`src/rtl/hamming_secded_stream_if.sv`:
```
// Valid/ready stream bundle for the SECDED codec: input word plus mode,
// output codeword, extracted data, syndrome and error flags.
interface hamming_secded_stream_if #(
    parameter int DATA_W = 4
);
    function automatic int calc_par_w(input int dw);
        int p;
        p = 1;
        while ((1 << p) < (dw + p + 1)) begin
            p = p + 1;
        end
        return p;
    endfunction

    localparam int PAR_W  = calc_par_w(DATA_W);
    localparam int CODE_W = DATA_W + PAR_W + 1;

    logic              in_valid;
    logic              in_ready;
    logic              in_mode;
    logic [CODE_W-1:0] in_word;
    logic              out_valid;
    logic              out_ready;
    logic [CODE_W-1:0] out_code;
    logic [DATA_W-1:0] out_data;
    logic [PAR_W-1:0]  out_syndrome;
    logic              out_err_single;
    logic              out_err_double;

    modport master (
        output in_valid, in_mode, in_word, out_ready,
        input  in_ready, out_valid, out_code, out_data, out_syndrome,
               out_err_single, out_err_double
    );

    modport slave (
        input  in_valid, in_mode, in_word, out_ready,
        output in_ready, out_valid, out_code, out_data, out_syndrome,
               out_err_single, out_err_double
    );
endinterface

```
`src/rtl/hamming_secded_stream.sv`:
```
// Registered extended-Hamming SECDED encoder/decoder on a valid/ready stream,
// with saturating corrected/uncorrectable word counters for status display.
module hamming_secded_stream #(
    parameter int DATA_W = 4,
    parameter int CNT_W  = 8
) (
    input  logic                 clk,
    input  logic                 rst_n,
    hamming_secded_stream_if.slave io,
    input  logic                 clr_cnt,
    output logic [CNT_W-1:0]     corr_cnt,
    output logic [CNT_W-1:0]     uncorr_cnt
);
    function automatic int calc_par_w(input int dw);
        int p;
        p = 1;
        while ((1 << p) < (dw + p + 1)) begin
            p = p + 1;
        end
        return p;
    endfunction

    localparam int PAR_W  = calc_par_w(DATA_W);
    localparam int CODE_W = DATA_W + PAR_W + 1;

    // Data bits occupy the non-power-of-two positions, LSB first at position 3.
    function automatic logic [CODE_W-1:0] place_data(input logic [DATA_W-1:0] d);
        logic [CODE_W-1:0] c;
        int j;
        c = '0;
        j = 0;
        for (int i = 1; i < CODE_W; i++) begin
            if ((i & (i - 1)) != 0) begin
                c[i] = d[j];
                j = j + 1;
            end else begin
                c[i] = 1'b0;
            end
        end
        return c;
    endfunction

    function automatic logic [DATA_W-1:0] extract_data(input logic [CODE_W-1:0] c);
        logic [DATA_W-1:0] d;
        int j;
        d = '0;
        j = 0;
        for (int i = 1; i < CODE_W; i++) begin
            if ((i & (i - 1)) != 0) begin
                d[j] = c[i];
                j = j + 1;
            end else begin
                d = d;
            end
        end
        return d;
    endfunction

    function automatic logic [PAR_W-1:0] calc_syndrome(input logic [CODE_W-1:0] c);
        logic [PAR_W-1:0] s;
        s = '0;
        for (int i = 1; i < CODE_W; i++) begin
            if (c[i]) begin
                s = s ^ PAR_W'(i);
            end else begin
                s = s;
            end
        end
        return s;
    endfunction

    // Parity bits cancel the data syndrome, then bit 0 makes the whole word even.
    function automatic logic [CODE_W-1:0] encode_word(input logic [DATA_W-1:0] d);
        logic [CODE_W-1:0] c;
        logic [PAR_W-1:0]  s;
        c = place_data(d);
        s = calc_syndrome(c);
        for (int k = 0; k < PAR_W; k++) begin
            c[1 << k] = s[k];
        end
        c[0] = ^c[CODE_W-1:1];
        return c;
    endfunction

    logic              accept_s;
    logic [PAR_W-1:0]  rx_syn_s;
    logic              rx_par_s;
    logic [CODE_W-1:0] code_s;
    logic [DATA_W-1:0] data_s;
    logic [PAR_W-1:0]  syn_s;
    logic              single_s;
    logic              double_s;

    logic              out_valid_r;
    logic [CODE_W-1:0] out_code_r;
    logic [DATA_W-1:0] out_data_r;
    logic [PAR_W-1:0]  out_syn_r;
    logic              out_single_r;
    logic              out_double_r;
    logic [CNT_W-1:0]  corr_cnt_r;
    logic [CNT_W-1:0]  uncorr_cnt_r;

    assign io.in_ready = ~out_valid_r | io.out_ready;
    assign accept_s    = io.in_valid & io.in_ready;

    // Combinational encode or decode/classify of the word on the input port.
    always_comb begin
        rx_syn_s = calc_syndrome(io.in_word);
        rx_par_s = ^io.in_word;
        code_s   = io.in_word;
        data_s   = extract_data(io.in_word);
        syn_s    = '0;
        single_s = 1'b0;
        double_s = 1'b0;
        if (!io.in_mode) begin
            code_s = encode_word(io.in_word[DATA_W-1:0]);
            data_s = io.in_word[DATA_W-1:0];
        end else begin
            syn_s = rx_syn_s;
            if (rx_syn_s == '0) begin
                if (rx_par_s) begin
                    code_s   = io.in_word ^ CODE_W'(1);
                    single_s = 1'b1;
                end else begin
                    code_s = io.in_word;
                end
            end else if (rx_par_s) begin
                if (int'(rx_syn_s) <= (CODE_W - 1)) begin
                    code_s   = io.in_word ^ (CODE_W'(1) << rx_syn_s);
                    single_s = 1'b1;
                end else begin
                    double_s = 1'b1;
                end
            end else begin
                double_s = 1'b1;
            end
            data_s = extract_data(code_s);
        end
    end

    // Single output stage: load on accept, otherwise drop valid once drained.
    always_ff @(posedge clk or negedge rst_n) begin
        if (!rst_n) begin
            out_valid_r  <= 1'b0;
            out_code_r   <= '0;
            out_data_r   <= '0;
            out_syn_r    <= '0;
            out_single_r <= 1'b0;
            out_double_r <= 1'b0;
        end else if (accept_s) begin
            out_valid_r  <= 1'b1;
            out_code_r   <= code_s;
            out_data_r   <= data_s;
            out_syn_r    <= syn_s;
            out_single_r <= single_s;
            out_double_r <= double_s;
        end else if (io.out_ready) begin
            out_valid_r <= 1'b0;
        end
    end

    // Error counters count at input accept; clear wins over increment.
    always_ff @(posedge clk or negedge rst_n) begin
        if (!rst_n) begin
            corr_cnt_r   <= '0;
            uncorr_cnt_r <= '0;
        end else if (clr_cnt) begin
            corr_cnt_r   <= '0;
            uncorr_cnt_r <= '0;
        end else begin
            if (accept_s && io.in_mode && single_s && (corr_cnt_r != '1)) begin
                corr_cnt_r <= corr_cnt_r + CNT_W'(1);
            end
            if (accept_s && io.in_mode && double_s && (uncorr_cnt_r != '1)) begin
                uncorr_cnt_r <= uncorr_cnt_r + CNT_W'(1);
            end
        end
    end

    assign io.out_valid      = out_valid_r;
    assign io.out_code       = out_code_r;
    assign io.out_data       = out_data_r;
    assign io.out_syndrome   = out_syn_r;
    assign io.out_err_single = out_single_r;
    assign io.out_err_double = out_double_r;
    assign corr_cnt          = corr_cnt_r;
    assign uncorr_cnt        = uncorr_cnt_r;
endmodule

```
`src/flat_wrapper.sv`:
```
// flat-port wrapper written by rule: the top's interface ports become plain ports
module hamming_secded_stream_flat 
#(
    parameter int DATA_W = 4,
    parameter int CNT_W  = 8
)
  (clk, rst_n, clr_cnt, corr_cnt, uncorr_cnt, io_in_valid, io_in_mode, io_in_word, io_out_ready, io_in_ready, io_out_valid, io_out_code, io_out_data, io_out_syndrome, io_out_err_single, io_out_err_double);
  hamming_secded_stream_if #(.DATA_W(DATA_W)) io_i ();
  input  logic clk;
  input  logic rst_n;
  input  logic clr_cnt;
  output logic [CNT_W-1:0] corr_cnt;
  output logic [CNT_W-1:0] uncorr_cnt;
  input wire logic [$bits(io_i.in_valid)-1:0] io_in_valid;
  input wire logic [$bits(io_i.in_mode)-1:0] io_in_mode;
  input wire logic [$bits(io_i.in_word)-1:0] io_in_word;
  input wire logic [$bits(io_i.out_ready)-1:0] io_out_ready;
  output wire logic [$bits(io_i.in_ready)-1:0] io_in_ready;
  output wire logic [$bits(io_i.out_valid)-1:0] io_out_valid;
  output wire logic [$bits(io_i.out_code)-1:0] io_out_code;
  output wire logic [$bits(io_i.out_data)-1:0] io_out_data;
  output wire logic [$bits(io_i.out_syndrome)-1:0] io_out_syndrome;
  output wire logic [$bits(io_i.out_err_single)-1:0] io_out_err_single;
  output wire logic [$bits(io_i.out_err_double)-1:0] io_out_err_double;
  assign io_i.in_valid = io_in_valid;
  assign io_i.in_mode = io_in_mode;
  assign io_i.in_word = io_in_word;
  assign io_i.out_ready = io_out_ready;
  assign io_in_ready = io_i.in_ready;
  assign io_out_valid = io_i.out_valid;
  assign io_out_code = io_i.out_code;
  assign io_out_data = io_i.out_data;
  assign io_out_syndrome = io_i.out_syndrome;
  assign io_out_err_single = io_i.out_err_single;
  assign io_out_err_double = io_i.out_err_double;
  hamming_secded_stream #(.DATA_W(DATA_W), .CNT_W(CNT_W)) u_core (.clk(clk), .rst_n(rst_n), .io(io_i), .clr_cnt(clr_cnt), .corr_cnt(corr_cnt), .uncorr_cnt(uncorr_cnt));
endmodule
```
`config.mk`:
```
export PLATFORM = sky130hd
export DESIGN_NAME = hamming_secded_stream_flat
export DESIGN_NICKNAME = d
export VERILOG_FILES = /design/src/rtl/hamming_secded_stream_if.sv /design/src/rtl/hamming_secded_stream.sv /design/src/flat_wrapper.sv
export SDC_FILE = /design/constraint.sdc
export NUM_CORES = 1
export LEC_CHECK = 0
export ABC_CLOCK_PERIOD_IN_PS = 2500
export BUFFER_PORTS_ARGS = -buffer_cell sky130_fd_sc_hd__buf_2
export CAP_MARGIN = 20
export CORE_AREA = 3 3 72 74
export CTS_BUF_LIST = sky130_fd_sc_hd__clkbuf_8
export DETAILED_ROUTE_END_ITERATION = 8
export DIE_AREA = 0 0 75 77
export HOLD_SLACK_MARGIN = 0.12
export PLACE_DENSITY = 0.81
export SYNTH_ARGS = -nofsm -noshare
export SYNTH_HDL_FRONTEND = slang
export SYNTH_SLANG_ARGS = --single-unit
```
`constraint.sdc`:
```
create_clock -name clk -period 2.5 [get_ports clk]
set_clock_uncertainty 0.15 [all_clocks]
set_input_delay 0.25 -clock clk [delete_from_list [all_inputs] [get_ports clk]]
set_output_delay 0.25 -clock clk [all_outputs]
set_load 0.01 [all_outputs]
```
==> flow_summary_export.csv <==
group,metric,value,unit
global_routing,globalRouteOverflowTotal,0,
drt,dr.pass1.iters,4,
cts,path_clk_slew,0.06,ns
layout,antennaDiodeCount,0,
sta,worst_slew_pin_slew,0.684,ns
power_and_ir_drop,p_leak,1.17,nW
place,hpwl,3.89,mm
worst_setup_path,r2r_slack,0.28,ns
die,rows,25,
cts,hold_buffers,2,
die,die_y,77,µm
yosys,synth_fa_ha_area_frac,0.0110,
hold_path,whs_endpoint,"u_core.io.out_code[0]",
worst_setup_path,cp_top_family,"compound AO/OA/AOI/OAI gates",
layout,drive_gt1_frac,0.287,
hold_path,hold-path-cell-count,3,
sta,setup_viol,0,
cts,clock-sinks,30,
worst_setup_path,r2r-end,"u_core.uncorr_cnt[3]",
hold_path,worstHoldStart,"io_in_word[0]",
drt,routed_via_density,5.85,
sta,relSlewSlack,0.544,
cts,cts_max_level,2,
drt,post-route-drc-count,0,
die,core,4660,µm²
worst_setup_path,critPathBufInv,2,
cts,clk_path_buf_depth,2,
worst_setup_path,critPathArrivalTime,2.30,ns
hold_path,worstHoldPathType,"input pin to register",
yosys,syn_area_per_cell,9.17,µm²
sta,hold_violations,0,
cts,clock_latency,0.28,ns
yosys,yosysWarnings,0,
sta,slew_viol_final,0,
drt,routed_wl,5.29,mm
yosys,ys_types,47,
yosys,syn_inst,249,
drt,wire_per_inst,15.0,µm
worst_setup_path,path_max_fanout,9,
layout,final_core_util,0.574,
worst_setup_path,max_stage_delay,0.52,ns
global_routing,grt_pass1_vias,1940,
global_routing,grt_pass1_wl,8.91,mm
die,dieWidth,75,µm
global_routing,grt_max_degree,31,
layout,area_growth_syn_to_layout,17.2,%
worst_setup_path,critPathRequiredTime,2.51,ns
cts,cts_buffers,5,
run_status,outcome,"completed",
drt,ant_nets,0,
yosys,synth_top_area_share,0.329,
global_routing,antenna_found_initial,0,
drt,dr_total_vias,2071,
worst_setup_path,cpMaxStageDelayCell,"dlygate4sd3_1",
drt,drt_iter0_drc,137,
worst_setup_path,path_cells,"dlygate4sd3_1, buf_2, and3_1, o21ai_1, a2111oi_2, mux2_1",
worst_setup_path,r2r_start,"u_core.io.out_valid",
yosys,ys_top_cells_by_area,"dfrtp_1, xnor2_1, a21oi_1",
cts,cts_setup_buffers,0,
worst_setup_path,setup.worst_path.start_class,"input pin",
die,pin_count,49,
yosys,synth_xor_area_frac,0.135,
sta,period_minus_slack,2.29,ns
sta,min_period_over_period,0.915,
yosys,synth_area,2280,µm²
sta,hold_slack,0.191,ns
global_routing,grt_usage,0.196,
place,routabilityCongestion,0.932,
yosys,synthMuxAreaShare,0.0641,
yosys,synth-edff-count,0,
worst_setup_path,cp-end-kind,"register",
cts,cts_root_buf,"clkbuf_8",
sta,rsz0062_at_grt,"false",
cts,cts_resized,0,
yosys,ys.flop_type,"dfrtp_1",
sta,final.setup.tns,0,ns
layout,final_nets,316,
worst_setup_path,critPathKind,"input pin to register",
yosys,synthArstFlopShare,1.00,
place,dp_slack,0.102,ns
run,drv_cap,0,
yosys,synth_nets,265,
yosys,ys_ff_latch,30,
place,port_buffers,48,
power_and_ir_drop,power,1.37,mW
yosys,synth_top_area_cell,"dfrtp_1",
yosys,synth_top_family_by_area,"simple AND/OR/NAND/NOR gates",
die,die_area,5780,µm²
yosys,synth_compound_area_frac,0.175,
worst_setup_path,ff2ff_path_depth,5,
die,start_util,0.490,
power_and_ir_drop,power_density,511,nW/µm²
power_and_ir_drop,peakVddDrop,0.197,mV
cts,cts_tree,"done",
sta,fin_ws,0.213,ns
yosys,yosysSeqAreaShare,0.329,
yosys,synth-simple-area-share,0.228,
sta,max_freq,0.437,GHz
==> report_power, final <==
group	internal (mW)	switching [mW]	total (mW)
logic	0.181	0.270	0.450
clock network	0.183	0.174	0.356
registers	0.529	0.0306	0.560
==> cell usage after synthesis (7+ instances only) <==
library cell	instances
o21ai_0	10
nor2_1	14
a211oi_1	8
buf_4	7
nand2_1	14
nor2b_1	8
clkbuf_1	7
a21oi_1	23
dfrtp_1	30
nand3_1	22
xnor2_1	16
==> cell families (layout without fill, tap and decap cells) <==
family,count (synthesis),in the layout
mux,11,11
buf+inv,25,76
compound gates,61,61
fa+ha+maj,2,2
xor+xnor,27,27
flops,30,30
simple gates,93,93
==> flip-flops by register name, summed over array words and instances (netlist names) <==
name	count
u_core.io.out_err_single	1
u_core.uncorr_cnt	8
u_core.io.out_syndrome	3
u_core.io.out_err_double	1
u_core.io.out_valid	1
u_core.corr_cnt	8
u_core.io.out_code	5
u_core.io.out_data	3
==> tightest hold or removal path: cells and delay by family <==
family	cells	cell delay (ns)
buffers and inverters	1	0.17
and+or+nand+nor	2	0.16
==> cell usage in the layout (no fill, tap or decap), drive strengths merged, types with 9 or more instances in the layout <==
| cell | synthesis | final |
|---|---|---|
| nor2 | 14 | 14 |
| mux2 | 9 | 9 |
| buf | 12 | 61 |
| nand2 | 14 | 14 |
| a21oi | 23 | 23 |
| xor2 | 10 | 10 |
| xnor2 | 17 | 17 |
| dfrtp | 30 | 30 |
| nand3 | 22 | 22 |
| o21ai | 11 | 11 |
==> layer usage <==
layer  share of wire  vias to the layer above  wire length [µm]  GRT usage
li1                -                     1008                 -          -
met1            0.45                     1000              2370      0.267
met2            0.49                       56              2570      0.304
met3           0.049                        7               257     0.0393
met4           0.017                        0                91     0.0676
met5               0                        -                 0          0
==> layout make-up <==
class                   count  area (µm²)
flip-flops and latches     30         751
inverters                   6        22.5
repair buffers             63         358
well taps                  54        67.6
fillers                   439        1980
clock inverters             2        7.51
multi-input cells         194        1400
clock buffers               5        68.8
==> worst max path at each step <==
stage	from	slack, ns	depth (start not counted)	end
after floorplan	io_in_word[3]	0.22	6	u_core.uncorr_cnt[3]
after global placement	io_in_word[4]	0.17	6	u_core.uncorr_cnt[7]
after detailed placement	io_in_word[4]	0.10	6	u_core.uncorr_cnt[7]
after CTS	io_in_valid	0.24	6	u_core.uncorr_cnt[3]
after global routing	io_in_valid	0.08	6	u_core.uncorr_cnt[3]
final	io_in_valid	0.21	6	u_core.uncorr_cnt[3]
==> metrics by stage <==
step | std cells | area [µm²]
after global routing | 354 | 2680
after global placement | 345 | 2580
after floorplan | 249 | 2280
final | 354 | 2680
after CTS | 354 | 2680
after detailed placement | 345 | 2580
Note: power is estimated with default switching activity, not from simulation.
